[src/rtl/div_sequencer.sv]
// Valid/ready sequencer around an external 32-bit combinational unsigned divider:
// converts signed operands to magnitudes, waits a fixed settle window, then sign-corrects the result.
module div_sequencer #(
    parameter int SETTLE_CYCLES = 4
) (
    input  logic        clk,
    input  logic        reset,
    input  logic        in_valid,
    output logic        in_ready,
    input  logic        in_signed,
    input  logic [31:0] in_dividend,
    input  logic [31:0] in_divisor,
    output logic        out_valid,
    input  logic        out_ready,
    output logic [31:0] out_quotient,
    output logic [31:0] out_remainder,
    output logic        out_div_by_zero,
    output logic        busy,
    output logic [31:0] udiv_dividend,
    output logic [31:0] udiv_divisor,
    input  logic [31:0] udiv_quotient,
    input  logic [31:0] udiv_remainder
);

    typedef enum logic [1:0] {
        IDLE,
        SETTLE,
        DONE
    } state_t;

    localparam logic [7:0] CNT_LOAD = 8'(SETTLE_CYCLES - 1);

    state_t      state_q;
    logic [7:0]  cnt_q;
    logic        neg_quot_q;
    logic        neg_rem_q;
    logic        out_valid_q;
    logic        out_dbz_q;
    logic [31:0] out_quot_q;
    logic [31:0] out_rem_q;
    logic [31:0] udiv_dvd_q;
    logic [31:0] udiv_dvs_q;

    logic [31:0] dvd_mag;
    logic [31:0] dvs_mag;
    logic [31:0] quot_d;
    logic [31:0] rem_d;
    logic        accept;

    assign accept = in_valid && (state_q == IDLE);

    always_comb begin
        dvd_mag = (in_signed && in_dividend[31]) ? (~in_dividend + 32'd1) : in_dividend;
        dvs_mag = (in_signed && in_divisor[31])  ? (~in_divisor + 32'd1)  : in_divisor;
        // Sign correction of the unsigned divider result, modulo 2^32.
        quot_d  = neg_quot_q ? (~udiv_quotient + 32'd1)  : udiv_quotient;
        rem_d   = neg_rem_q  ? (~udiv_remainder + 32'd1) : udiv_remainder;
    end

    always_ff @(posedge clk) begin
        if (reset) begin
            state_q     <= IDLE;
            cnt_q       <= 8'd0;
            neg_quot_q  <= 1'b0;
            neg_rem_q   <= 1'b0;
            out_valid_q <= 1'b0;
            out_dbz_q   <= 1'b0;
            out_quot_q  <= 32'd0;
            out_rem_q   <= 32'd0;
            udiv_dvd_q  <= 32'd0;
            udiv_dvs_q  <= 32'd0;
        end else begin
            case (state_q)
                IDLE: begin
                    if (accept) begin
                        neg_quot_q <= in_signed && (in_dividend[31] ^ in_divisor[31]);
                        neg_rem_q  <= in_signed && in_dividend[31];
                        if (in_divisor == 32'd0) begin
                            // Divide-by-zero resolves locally; the divider inputs are left alone.
                            out_quot_q  <= 32'hFFFF_FFFF;
                            out_rem_q   <= in_dividend;
                            out_dbz_q   <= 1'b1;
                            out_valid_q <= 1'b1;
                            state_q     <= DONE;
                        end else begin
                            udiv_dvd_q <= dvd_mag;
                            udiv_dvs_q <= dvs_mag;
                            cnt_q      <= CNT_LOAD;
                            state_q    <= SETTLE;
                        end
                    end
                end
                SETTLE: begin
                    if (cnt_q != 8'd0) begin
                        cnt_q <= cnt_q - 8'd1;
                    end else begin
                        out_quot_q  <= quot_d;
                        out_rem_q   <= rem_d;
                        out_dbz_q   <= 1'b0;
                        out_valid_q <= 1'b1;
                        state_q     <= DONE;
                    end
                end
                DONE: begin
                    if (out_ready) begin
                        out_valid_q <= 1'b0;
                        state_q     <= IDLE;
                    end
                end
                default: begin
                    state_q <= IDLE;
                end
            endcase
        end
    end

    assign in_ready        = (state_q == IDLE);
    assign busy            = (state_q != IDLE);
    assign out_valid       = out_valid_q;
    assign out_quotient    = out_quot_q;
    assign out_remainder   = out_rem_q;
    assign out_div_by_zero = out_dbz_q;
    assign udiv_dividend   = udiv_dvd_q;
    assign udiv_divisor    = udiv_dvs_q;

endmodule

[config.mk]
export PLATFORM = sky130hd
export DESIGN_NAME = div_sequencer
export DESIGN_NICKNAME = d
export VERILOG_FILES = /design/src/rtl/div_sequencer.sv
export SDC_FILE = /design/constraint.sdc
export NUM_CORES = 1
export LEC_CHECK = 0
export CELL_PAD_IN_SITES_DETAIL_PLACEMENT = 0
export CELL_PAD_IN_SITES_GLOBAL_PLACEMENT = 1
export CORE_MARGIN = 2
export CORE_UTILIZATION = 34
export DETAILED_ROUTE_END_ITERATION = 6
export PLACE_DENSITY_LB_ADDON = 0.1
export SYNTH_ARGS = -nofsm -noshare
export SYNTH_HDL_FRONTEND = slang
export SYNTH_SLANG_ARGS = --single-unit
[constraint.sdc]
create_clock -name clk -period 3.5 [get_ports clk]
set_input_delay 0.7 -clock clk [delete_from_list [all_inputs] [get_ports clk]]
set_output_delay 0.7 -clock clk [all_outputs]
set_load 0.03 [all_outputs]
==> metrics.md, run 1 <==
| Metric | Value |
|---|---|
| Post-synthesis cell count | 985 |
| Initial antenna violation count | 1 |
| Pre-CTS setup slack | 0.0312 ns |
| Fin. max-slew vios | 0 |
| CTS Hold Bufs | 0 |
| Yosys warning total | 0 |
| Gp weighted congestion | 0.854 |
| DP HPWL | 22,000 um |
| Initial DRC count | 489 |
| Seq cells post-synth | 142 |
| EDFF count, synth | 0 |
| Largest net degree at the start of global routing | 74 |
| Fin crit period | 3.02 ns |
| Via count | 8,287 |
| Total clock sinks | 142 |
| Postcts setup bufs | 0 |
| Status | finished, final reports clean |
| Sw Share | 0.341 |
| Total number of H-tree levels | 4 |
| Starting Density | 0.345 |
| Placement Rows | 57 |
| Reg2reg end | udiv_dividend[28] |
| Worst-path clk slew | 0.07 ns |
| Worst setup margin | 0.482 ns |
| Setup tns final | 0 ns |
| Vias per inst | 5.17 |
| Hold Path End | out_remainder[29] |
| Crit path max fanout | 11 |
| Port Buf Inserts | 264 |
| Syn_nets | 1,124 |
| Pre-antenna DRT Iters | 5 |
| Skew-Pair Late Insertion Delay | 0.43 ns |
| Fraction of registers with async set/reset | 0 |
| Top_reg_cell synth | dfxtp_1 |
| Placed insts | 1,572 |
| Clock Skews | 0.0155 ns |
| Global-route wire length before repair | 45,700 um |
| Share of post-route cells with drive strength above 1 | 0.154 |
| Core area | 24,200 um^2 |
| Critical path start-end classification | in2reg |
| Die Y | 161 um |
| RSZ-0062 raised after global routing | false |
| CP required | 3.85 ns |
| Critical Path Sink Type | register |
| HP Class | reg2reg |
| Gr ovfl total | 0 |
| Distinct cells, synth | 61 |
| Final setup vio count | 0 |
| FF-to-FF path depth | 6 |
| Hold Path Depth | 2 |
| Slew headroom | 0.292 |
| Worst reg-to-reg setup slack | 1.01 ns |
| Final cell count without fillers | 1,604 |
| Synthesis-to-finish area growth | 47.4% |
| Post-synthesis sequential area ratio | 0.340 |
| Hold Crit Start | out_remainder[29] |
| Worst Tran Pin Value | 1.06 ns |
| Drt wl/cell | 17.9 um |
| Clock power share | 0.333 |
| GRT Total Usage | 0.224 |
| CTS tree | done |
| Clock Path Buffers | 2 |
| Max cap viols | 0 |
| Final Hold Fails | 0 |
| Leakage | 4.17 nW |
| Cts bufs inserted | 17 |
| DRC Markers | 0 |
| Pwr/cell area | 479 nW/um^2 |
| Mapped cell area | 8360 um^2 |
| RR Startpoint | state_q[1] |
| Crit path DAT | 3.37 ns |
| Maximum vdd drop | 0.270 mV |
| Sequential Power Share | 0.331 |
| Fin nets | 1,406 |
| Combinational share of power | 0.336 |
| Die Area | 25,800 um^2 |
| Fmax | 331 MHz |
| Period utilization | 0.862 |
| P_sw | 2.01 mW |
| Clk root buf | clkbuf_16 |
| Ports | 265 |
| Type of origin of the critical path | input port |
| Final WL | 28,800 um |
| Vias in the first global route | 8,099 |
| Die Wd | 161 um |
| CP Launch Point | in_divisor[1] |
| Power Total | 5.90 mW |
| DRT antenna net count | 0 |
| Syn avg cell area | 8.48 um^2 |
| Cell-internal power | 3.89 mW |
| Gates resized, CTS repair | 0 |
synth_stat cells, drive strengths merged (3+ instances only):
| cell type | instances | area share |
|---|---|---|
| nor2 | 151 | 0.068 |
| dfxtp | 142 | 0.34 |
| nand2 | 77 | 0.035 |
| a211oi | 76 | 0.10 |
| xnor2 | 71 | 0.074 |
| xor2 | 52 | 0.054 |
| a21oi | 47 | 0.028 |
| clkbuf | 47 | 0.021 |
| o21ai | 39 | 0.024 |
| nor3 | 26 | 0.017 |
| o31ai | 24 | 0.022 |
| o41ai | 24 | 0.030 |
| buf | 19 | 0.018 |
| nor4 | 17 | 0.017 |
| a31oi | 16 | 0.012 |
| inv | 16 | 0.0072 |
| or4 | 16 | 0.016 |
| or3 | 15 | 0.011 |
| o211ai | 13 | 0.012 |
| nand3 | 12 | 0.0072 |
| o221a | 11 | 0.015 |
| or2 | 11 | 0.0082 |
| nand4 | 10 | 0.0082 |
| ha | 6 | 0.0090 |
| a311oi | 5 | 0.0052 |
| nand2b | 5 | 0.0037 |
| and2 | 4 | 0.0030 |
| a211o | 3 | 0.0031 |
| a21o | 3 | 0.0027 |
| o22ai | 3 | 0.0022 |
| or4b | 3 | 0.0040 |
state kept, by name, summed over array words and instances, names as in the netlist:
signal           cells
neg_quot_q           1
udiv_dividend       32
cnt_q                8
udiv_divisor        32
state_q              2
out_quotient        32
out_remainder       32
neg_rem_q            1
out_div_by_zero      1
out_valid            1
area by class of cell:
type                            instances  area (um^2)
Timing Repair Buffer                  329         3230
Inverter                               17         63.8
Multi-Input combinational cell        760         5140
Fill cell                            2381        11900
Clock inverter                         12          184
Tap cell                              324          405
Sequential cell                       142         2840
Antenna cell                            1         2.50
Clock buffer                           19          443
routing by layer:
metal | up-vias | wire (um) | GRT usage
met5 | - | 0 | 0
met4 | 0 | 485 | 0.0593
met3 | 28 | 1490 | 0.0411
met2 | 239 | 12700 | 0.346
met1 | 3858 | 14100 | 0.320
li1 | 4162 | - | -
how the worst max path moves through the flow:
stage                     cells past startpoint                 to  slack, ns
after floorplan                               9  out_remainder[13]       0.75
after global placement                       11  out_remainder[19]       0.08
after detailed placement                     11  out_remainder[19]       0.03
after CTS                                    11  out_remainder[19]       0.49
after global routing                         10  out_remainder[15]       0.33
final                                        10  out_remainder[15]       0.48
cells in the final DEF, fill, tap and decap left out, drive strengths merged, types with 24 or more instances in the layout:
| cell | Yosys | final |
|---|---|---|
| dfxtp | 142 | 142 |
| nand2 | 77 | 77 |
| o21ai | 39 | 39 |
| xor2 | 52 | 52 |
| a211oi | 76 | 76 |
| o41ai | 24 | 24 |
| buf | 19 | 66 |
| clkdlybuf4s50 | 0 | 263 |
| a21oi | 47 | 47 |
| xnor2 | 71 | 71 |
| o31ai | 24 | 24 |
| nor3 | 26 | 26 |
| nor2 | 151 | 151 |
stage by stage:
stage	area, um^2	hold WS (ns)	utilization
floorplan	8360	0.480	-
finish	12300	0.458	0.508
CTS	12300	0.461	0.508
detailed placement	11700	0.447	0.482
global route	12300	0.475	0.508
global placement	11700	0.442	0.482
critical path, stage by stage:
cell	delay, ns
clkdlybuf4s50_1	0.43
inv_1	0.07
ha_1	0.15
or4b_2	0.62
or4_4	0.47
nor4_4	0.30
nor2_1	0.07
buf_4	0.20
a211o_1	0.23
a21oi_1	0.13
logic make-up (layout without fill, tap and decap cells):
kind of cell | count (synthesis) | in the layout | synth area share
adders and majority gates | 6 | 6 | 0.00898
buffers and inverters | 83 | 377 | 0.0466
AOI/OAI and AO/OA | 275 | 275 | 0.269
muxes | 1 | 1 | 0.00120
and+or+nand+nor | 355 | 355 | 0.205
other | 0 | 1 | 0
xor gates and xnor gates | 123 | 123 | 0.129
DFF | 142 | 142 | 0.340
power groups by stage:
stage	clock network (mW)	logic, mW	registers [mW]
global route	2.07	2.13	1.98
floorplan	0	0.778	2.32
CTS	2.01	1.99	1.95
finish	1.96	1.98	1.95
detailed placement	0	1.98	1.98
global placement	0	1.98	1.98
No activity file was read; power rests on OpenSTA's default activity.
==> inputs of run 2 (changes only) <==
- CELL_PAD_IN_SITES_GLOBAL_PLACEMENT: 1 -> 2
- CORE_UTILIZATION: 34 -> 27
==> metrics.md, run 2 (synthesized netlist as in run 1, its figures left out) <==
| Metric | Value |
|---|---|
| Cell Chain, Critical Path | clkdlybuf4s50_1 -> inv_1 -> ha_1 -> or4b_2 -> or4_4 -> nor4_4 -> buf_4 -> nor2_1 -> buf_4 -> a211o_1 -> a21oi_1 (was clkdlybuf4s50_1 -> inv_1 -> ha_1 -> or4b_2 -> or4_4 -> nor4_4 -> nor2_1 -> buf_4 -> a211o_1 -> a21oi_1) |
| Clock Skews | 0.0169 ns (was 0.0155 ns) |
| CTS Hold Bufs | 0 (unchanged) |
| Top layer in use | met4 (unchanged) |
| Largest net degree at the start of global routing | 118 (was 74) |
| Clock Path Buffers | 2 (unchanged) |
| Crit path DAT | 3.39 ns (was 3.37 ns) |
| Postcts setup bufs | 0 (unchanged) |
| Critical path start-end classification | in2reg (unchanged) |
| Placement Rows | 64 (was 57) |
| Slowest stage delay, CP | 0.63 ns (was 0.62 ns) |
| Maximum vdd drop | 0.307 mV (was 0.270 mV) |
| Initial antenna violation count | 0 (was 1) |
| Fmax | 327 MHz (was 331 MHz) |
| Total clock sinks | 142 (unchanged) |
| Crit-path leading delay family | simple AND/OR/NAND/NOR gates (unchanged) |
| Vias in the first global route | 8,102 (was 8,099) |
| Most frequent cells in the layout | clkdlybuf4s50_1, nor2_1, dfxtp_1 (unchanged) |
| RSZ-0062 raised after global routing | false (unchanged) |
| Starting Density | 0.274 (was 0.345) |
| Pre-antenna DRT Iters | 5 (unchanged) |
| Cts bufs inserted | 17 (unchanged) |
| GRT Total Usage | 0.191 (was 0.224) |
| Hold Worst Slack | 0.455 ns (was 0.458 ns) |
| # diodes | 0 (was 1) |
| Die Area | 32,400 um^2 (was 25,800 um^2) |
| Leakage | 4.17 nW (about the same) |
| Type of origin of the critical path | input port (unchanged) |
| WL met2 | 14,300 um (was 12,700 um) |
| Met3 wire len | 1290 um (was 1490 um) |
| Max cap viols | 0 (unchanged) |
| Crit path max fanout | 12 (was 11) |
| HP Class | reg2reg (unchanged) |
| Hold Path Depth | 2 (unchanged) |
| DP HPWL | 24,000 um (was 22,000 um) |
| Period utilization | 0.873 (was 0.862) |
| Worst-path clk slew | 0.06 ns (was 0.07 ns) |
| Core area | 30,500 um^2 (was 24,200 um^2) |
| Ports | 265 (unchanged) |
| Gp weighted congestion | 0.785 (was 0.854) |
| Share of post-route cells with drive strength above 1 | 0.161 (was 0.154) |
| CP max-delay cell | or4b_2 (unchanged) |
| Via count | 8,220 (was 8,287) |
| Drt wl/cell | 18.7 um (was 17.9 um) |
| Fin crit period | 3.05 ns (was 3.02 ns) |
| CP required | 3.83 ns (was 3.85 ns) |
| Port Buf Inserts | 264 (unchanged) |
| Fin nets | 1,414 (was 1,406) |
| Skew-Pair Late Insertion Delay | 0.42 ns (was 0.43 ns) |
| Worst Tran Pin Value | 1.07 ns (was 1.06 ns) |
| CTS tree | done (unchanged) |
| Most common cell on crit path | buf_4 |
| Fin. max-slew vios | 0 (unchanged) |
| Vias per inst | 4.88 (was 5.17) |
| DRT antenna net count | 0 (unchanged) |
| Pre-CTS setup slack | 0.0270 ns (was 0.0312 ns) |
| Total number of H-tree levels | 4 (unchanged) |
| Final Hold Fails | 0 (unchanged) |
| Setup tns final | 0 ns (unchanged) |
| Clk root buf | clkbuf_16 (unchanged) |
| Most common cell after layout, fill and taps aside | clkdlybuf4s50_1 (unchanged) |
| DRC Markers | 0 (unchanged) |
| Worst setup margin | 0.446 ns (was 0.482 ns) |
| M1 WL | 15,700 um (was 14,100 um) |
| Initial DRC count | 438 (was 489) |
| Gr ovfl total | 0 (unchanged) |
| CP bufs+invs | 4 (was 3) |
| Final setup vio count | 0 (unchanged) |
| Die Wd | 180 um (was 161 um) |
| Slew headroom | 0.288 (was 0.292) |
| Pwr/cell area | 467 nW/um^2 (was 479 nW/um^2) |
| Final core utilization | 0.406 (was 0.508) |
| Synthesis-to-finish area growth | 48.3% (was 47.4%) |
| Status | finished, final reports clean (unchanged) |
| Critical Path Sink Type | register (unchanged) |
| Die Y | 180 um (was 161 um) |
| Global-route wire length before repair | 48,800 um (was 45,700 um) |
| Stages on the worst setup path | 11 (was 10) |
| Gates resized, CTS repair | 0 (unchanged) |
| FF-to-FF path depth | 6 (unchanged) |
| Final WL | 31,500 um (was 28,800 um) |
## run 2: cell types whose count changed in the layout (fill, tap and decap cells not counted), moves of 2 or more
cell | before | now
buf_12 | 8 | 6
inv_8 | 0 | 3
buf_4 | 58 | 68
inv_6 | 2 | 4
bufinv_16 | 4 | 1
## run 2: cell type report
cell class              instances  area (um^2)
inverters                      17         63.8
clock inverters                14          148
fillers                      3117        18100
multi-input cells             760         5140
repair buffers                337         3260
well taps                     396          495
flip-flops and latches        142         2840
clock buffers                  18          439
## run 2: path summary, 6_finish.rpt
path,startpoint,endpoint,slack (ns)
worst max-delay path,in_divisor[0],out_remainder[14],0.45
worst min-delay path,out_remainder[30],out_remainder[30],0.45
worst max register to register,state_q[1],udiv_divisor[1],1.00
worst min register to register,out_remainder[30],out_remainder[30],0.45
## run 2: routing by layer
metal / up-vias / global-route usage
met5: - / 0
met4: 0 / 0.0325
met3: 15 / 0.0371
met1: 3867 / 0.273
met2: 173 / 0.301
li1: 4165 / -
## run 2: report_power, final
| group | switching (mW) | internal, mW |
|---|---|---|
| Clock | 0.819 | 1.03 |
| Sequential | 0.128 | 1.82 |
| Combinational | 1.15 | 0.849 |
| Total | 2.10 | 3.69 |
## run 2: worst register-to-register path: cells and delay by family, from the launching register on
family	cells	cell delay (ns)
compound gates	1	0.21
buf+inv	1	0.34
flops	1	0.36
simple gates	4	1.51
## run 2: stage by stage
stage | cell area (um^2) | std cells | power, mW
global route | 12400 | 1684 | 6.09
floorplan | 8360 | 985 | 3.10
global placement | 11800 | 1652 | 3.99
finish | 12400 | 1684 | 5.79
CTS | 12400 | 1684 | 5.87
detailed placement | 11800 | 1652 | 3.99
==> inputs of run 3 (changes only) <==
- PLACE_DENSITY: unset -> 0.78
- PLACE_DENSITY_LB_ADDON: 0.1 -> unset
==> metrics.md, run 3 (synthesized netlist as in run 1, its figures left out) <==
| Metric | Value |
|---|---|
| Combinational share of power | 0.339 (was 0.345) |
| DP HPWL | 23,500 um (was 24,000 um) |
| Period utilization | 0.896 (was 0.873) |
| Final core utilization | 0.404 (was 0.406) |
| Ports | 265 (unchanged) |
| Postcts setup bufs | 0 (unchanged) |
| Fmax | 319 MHz (was 327 MHz) |
| Total clock sinks | 142 (unchanged) |
| Max cap viols | 0 (unchanged) |
| Vias per inst | 4.97 (was 4.88) |
| Type of origin of the critical path | input port (unchanged) |
| Sequential Power Share | 0.331 (was 0.336) |
| M1 WL | 15,000 um (was 15,700 um) |
| DRC Markers | 0 (unchanged) |
| Gates resized, CTS repair | 0 (unchanged) |
| Worst setup margin | 0.366 ns (was 0.446 ns) |
| Top layer in use | met4 (unchanged) |
| Final cell count without fillers | 1,673 (was 1,684) |
| WL met2 | 14,100 um (was 14,300 um) |
| Initial DRC count | 547 (was 438) |
| Gp weighted congestion | 0.811 (was 0.785) |
| Cell-internal power | 3.84 mW (was 3.69 mW) |
| Die Wd | 180 um (unchanged) |
| Skew-Pair Late Insertion Delay | 0.42 ns (about the same) |
| Hold Crit Start | out_remainder[1] (was out_remainder[30]) |
| Total number of H-tree levels | 4 (unchanged) |
| Share of post-route cells with drive strength above 1 | 0.151 (was 0.161) |
| Vias in the first global route | 8,220 (was 8,102) |
| Most common cell after layout, fill and taps aside | clkdlybuf4s50_1 (unchanged) |
| Drt wl/cell | 18.4 um (was 18.7 um) |
| Status | finished, final reports clean (unchanged) |
| Reg2reg end | out_remainder[20] (was udiv_divisor[1]) |
| Maximum vdd drop | 0.285 mV (was 0.307 mV) |
| Worst Tran Pin Value | 1.28 ns (was 1.07 ns) |
| CTS Hold Bufs | 0 (unchanged) |
| Slew headroom | 0.139 (was 0.288) |
| Port Buf Inserts | 264 (unchanged) |
| RSZ-0062 raised after global routing | false (unchanged) |
| Hold Path Depth | 2 (unchanged) |
| Synthesis-to-finish area growth | 47.6% (was 48.3%) |
| Flip-flop and latch area | 2840 um^2 (unchanged) |
| Pre-CTS setup slack | -0.00687 ns (was 0.0270 ns) |
| GRT Total Usage | 0.188 (was 0.191) |
| Global-route wire length before repair | 48,100 um (was 48,800 um) |
| Sw Share | 0.345 (was 0.362) |
| Fin nets | 1,401 (was 1,414) |
| Critical path start-end classification | in2reg (unchanged) |
| Crit path max fanout | 10 (was 12) |
| Fill count | 3,116 (was 3,117) |
| Fin. max-slew vios | 0 (unchanged) |
| Most frequent cells in the layout | clkdlybuf4s50_1, nor2_1, dfxtp_1 (unchanged) |
| DRT antenna net count | 0 (unchanged) |
| Leakage | 4.12 nW (was 4.17 nW) |
| Largest net degree at the start of global routing | 103 (was 118) |
| Worst-path clk slew | 0.06 ns (about the same) |
| Hold Path End | out_remainder[1] (was out_remainder[30]) |
| Clock power share | 0.329 (was 0.319) |
| Final Hold Fails | 0 (unchanged) |
| P_sw | 2.03 mW (was 2.10 mW) |
| Clock Skews | 0.0103 ns (was 0.0169 ns) |
| Fin crit period | 3.13 ns (was 3.05 ns) |
| CP required | 3.81 ns (was 3.83 ns) |
| CTS tree | done (unchanged) |
| Pwr/cell area | 476 nW/um^2 (was 467 nW/um^2) |
| Gr ovfl total | 0 (unchanged) |
| Die Area | 32,400 um^2 (unchanged) |
| FF-to-FF path depth | 4 (was 6) |
| Via count | 8,315 (was 8,220) |
| Critical Path Sink Type | register (unchanged) |
| Final WL | 30,800 um (was 31,500 um) |
| Starting Density | 0.274 (unchanged) |
| HP Class | reg2reg (unchanged) |
| Worst reg-to-reg setup slack | 1.04 ns (was 1.00 ns) |
| Clk root buf | clkbuf_16 (unchanged) |
| Placed insts | 1,639 (was 1,652) |
| Area of the multi-input gates | 5140 um^2 (unchanged) |
| Clock Path Buffers | 2 (unchanged) |
| Met3 wire len | 1180 um (was 1290 um) |
| Die Y | 180 um (unchanged) |
| RR Startpoint | state_q[1] (unchanged) |
| Crit path DAT | 3.44 ns (was 3.39 ns) |
| Cts bufs inserted | 17 (unchanged) |
| Pre-antenna DRT Iters | 4 (was 5) |
| Final setup vio count | 0 (unchanged) |
| Initial antenna violation count | 2 (was 0) |
| Placement Rows | 64 (unchanged) |
| Power Total | 5.87 mW (was 5.79 mW) |
| Core area | 30,500 um^2 (unchanged) |
## run 3: changes by cell type in the layout (fill, tap and decap cells not counted)
cell        previous run  this run
clkbuf_1               0         1
inv_6                  4         2
bufinv_16              1         3
buf_12                 6         5
clkbuf_8               1         3
clkinvlp_4             3         4
buf_4                 68        56
inv_8                  3         0
clkinv_4               3         2
diode_2                0         2
## run 3: how the worst max path moves through the flow
stage	startpoint	end	slack (ns)	cells past startpoint
after floorplan	in_divisor[0]	out_remainder[13]	0.75	9
after global placement	in_divisor[0]	out_remainder[20]	0.02	9
after detailed placement	in_divisor[0]	out_remainder[20]	-0.007	9
after CTS	in_divisor[0]	out_remainder[20]	0.43	9
after global routing	in_divisor[0]	out_remainder[13]	0.27	9
final	in_divisor[0]	out_remainder[20]	0.37	9
## run 3: layer usage
metal  GRT usage  up-vias
li1            -     4148
met4      0.0553        0
met3      0.0269       28
met1       0.261     3905
met2       0.301      234
met5           0        -
## run 3: final cells by class
| type | count | area share |
|---|---|---|
| clock buffer | 21 | 0.0382 |
| tap | 396 | 0.0402 |
| sequential | 142 | 0.231 |
| antenna | 2 | 0.000406 |
| inverter | 17 | 0.00518 |
| timing repair buffer | 324 | 0.256 |
| clock inverter | 11 | 0.0126 |
| multi-input combinational | 760 | 0.417 |
## run 3: power by group through the flow
stage | Clock, mW | Sequential, mW | Combinational [mW]
after floorplan | 0 | 2.32 | 0.778
after global placement | 0 | 1.98 | 1.99
after detailed placement | 0 | 1.98 | 1.99
after CTS | 1.99 | 1.95 | 2.00
after global routing | 2.05 | 1.97 | 2.13
final | 1.93 | 1.94 | 1.99
## run 3: critical path: stages
cell,delay [ns]
clkdlybuf4s50_1,0.42
inv_1,0.07
ha_1,0.20
or4b_2,0.62
or4_4,0.47
nor4_4,0.31
buf_4,0.19
nor3_1,0.17
a22o_1,0.29
## run 3: metrics by stage
step | hold WS (ns) | area, um^2 | TNS, ns
floorplan | 0.480 | 8360 | 0
global placement | 0.439 | 11700 | 0
detailed placement | 0.444 | 11700 | -0.00687
CTS | 0.452 | 12300 | 0
global route | 0.464 | 12300 | 0
finish | 0.452 | 12300 | 0
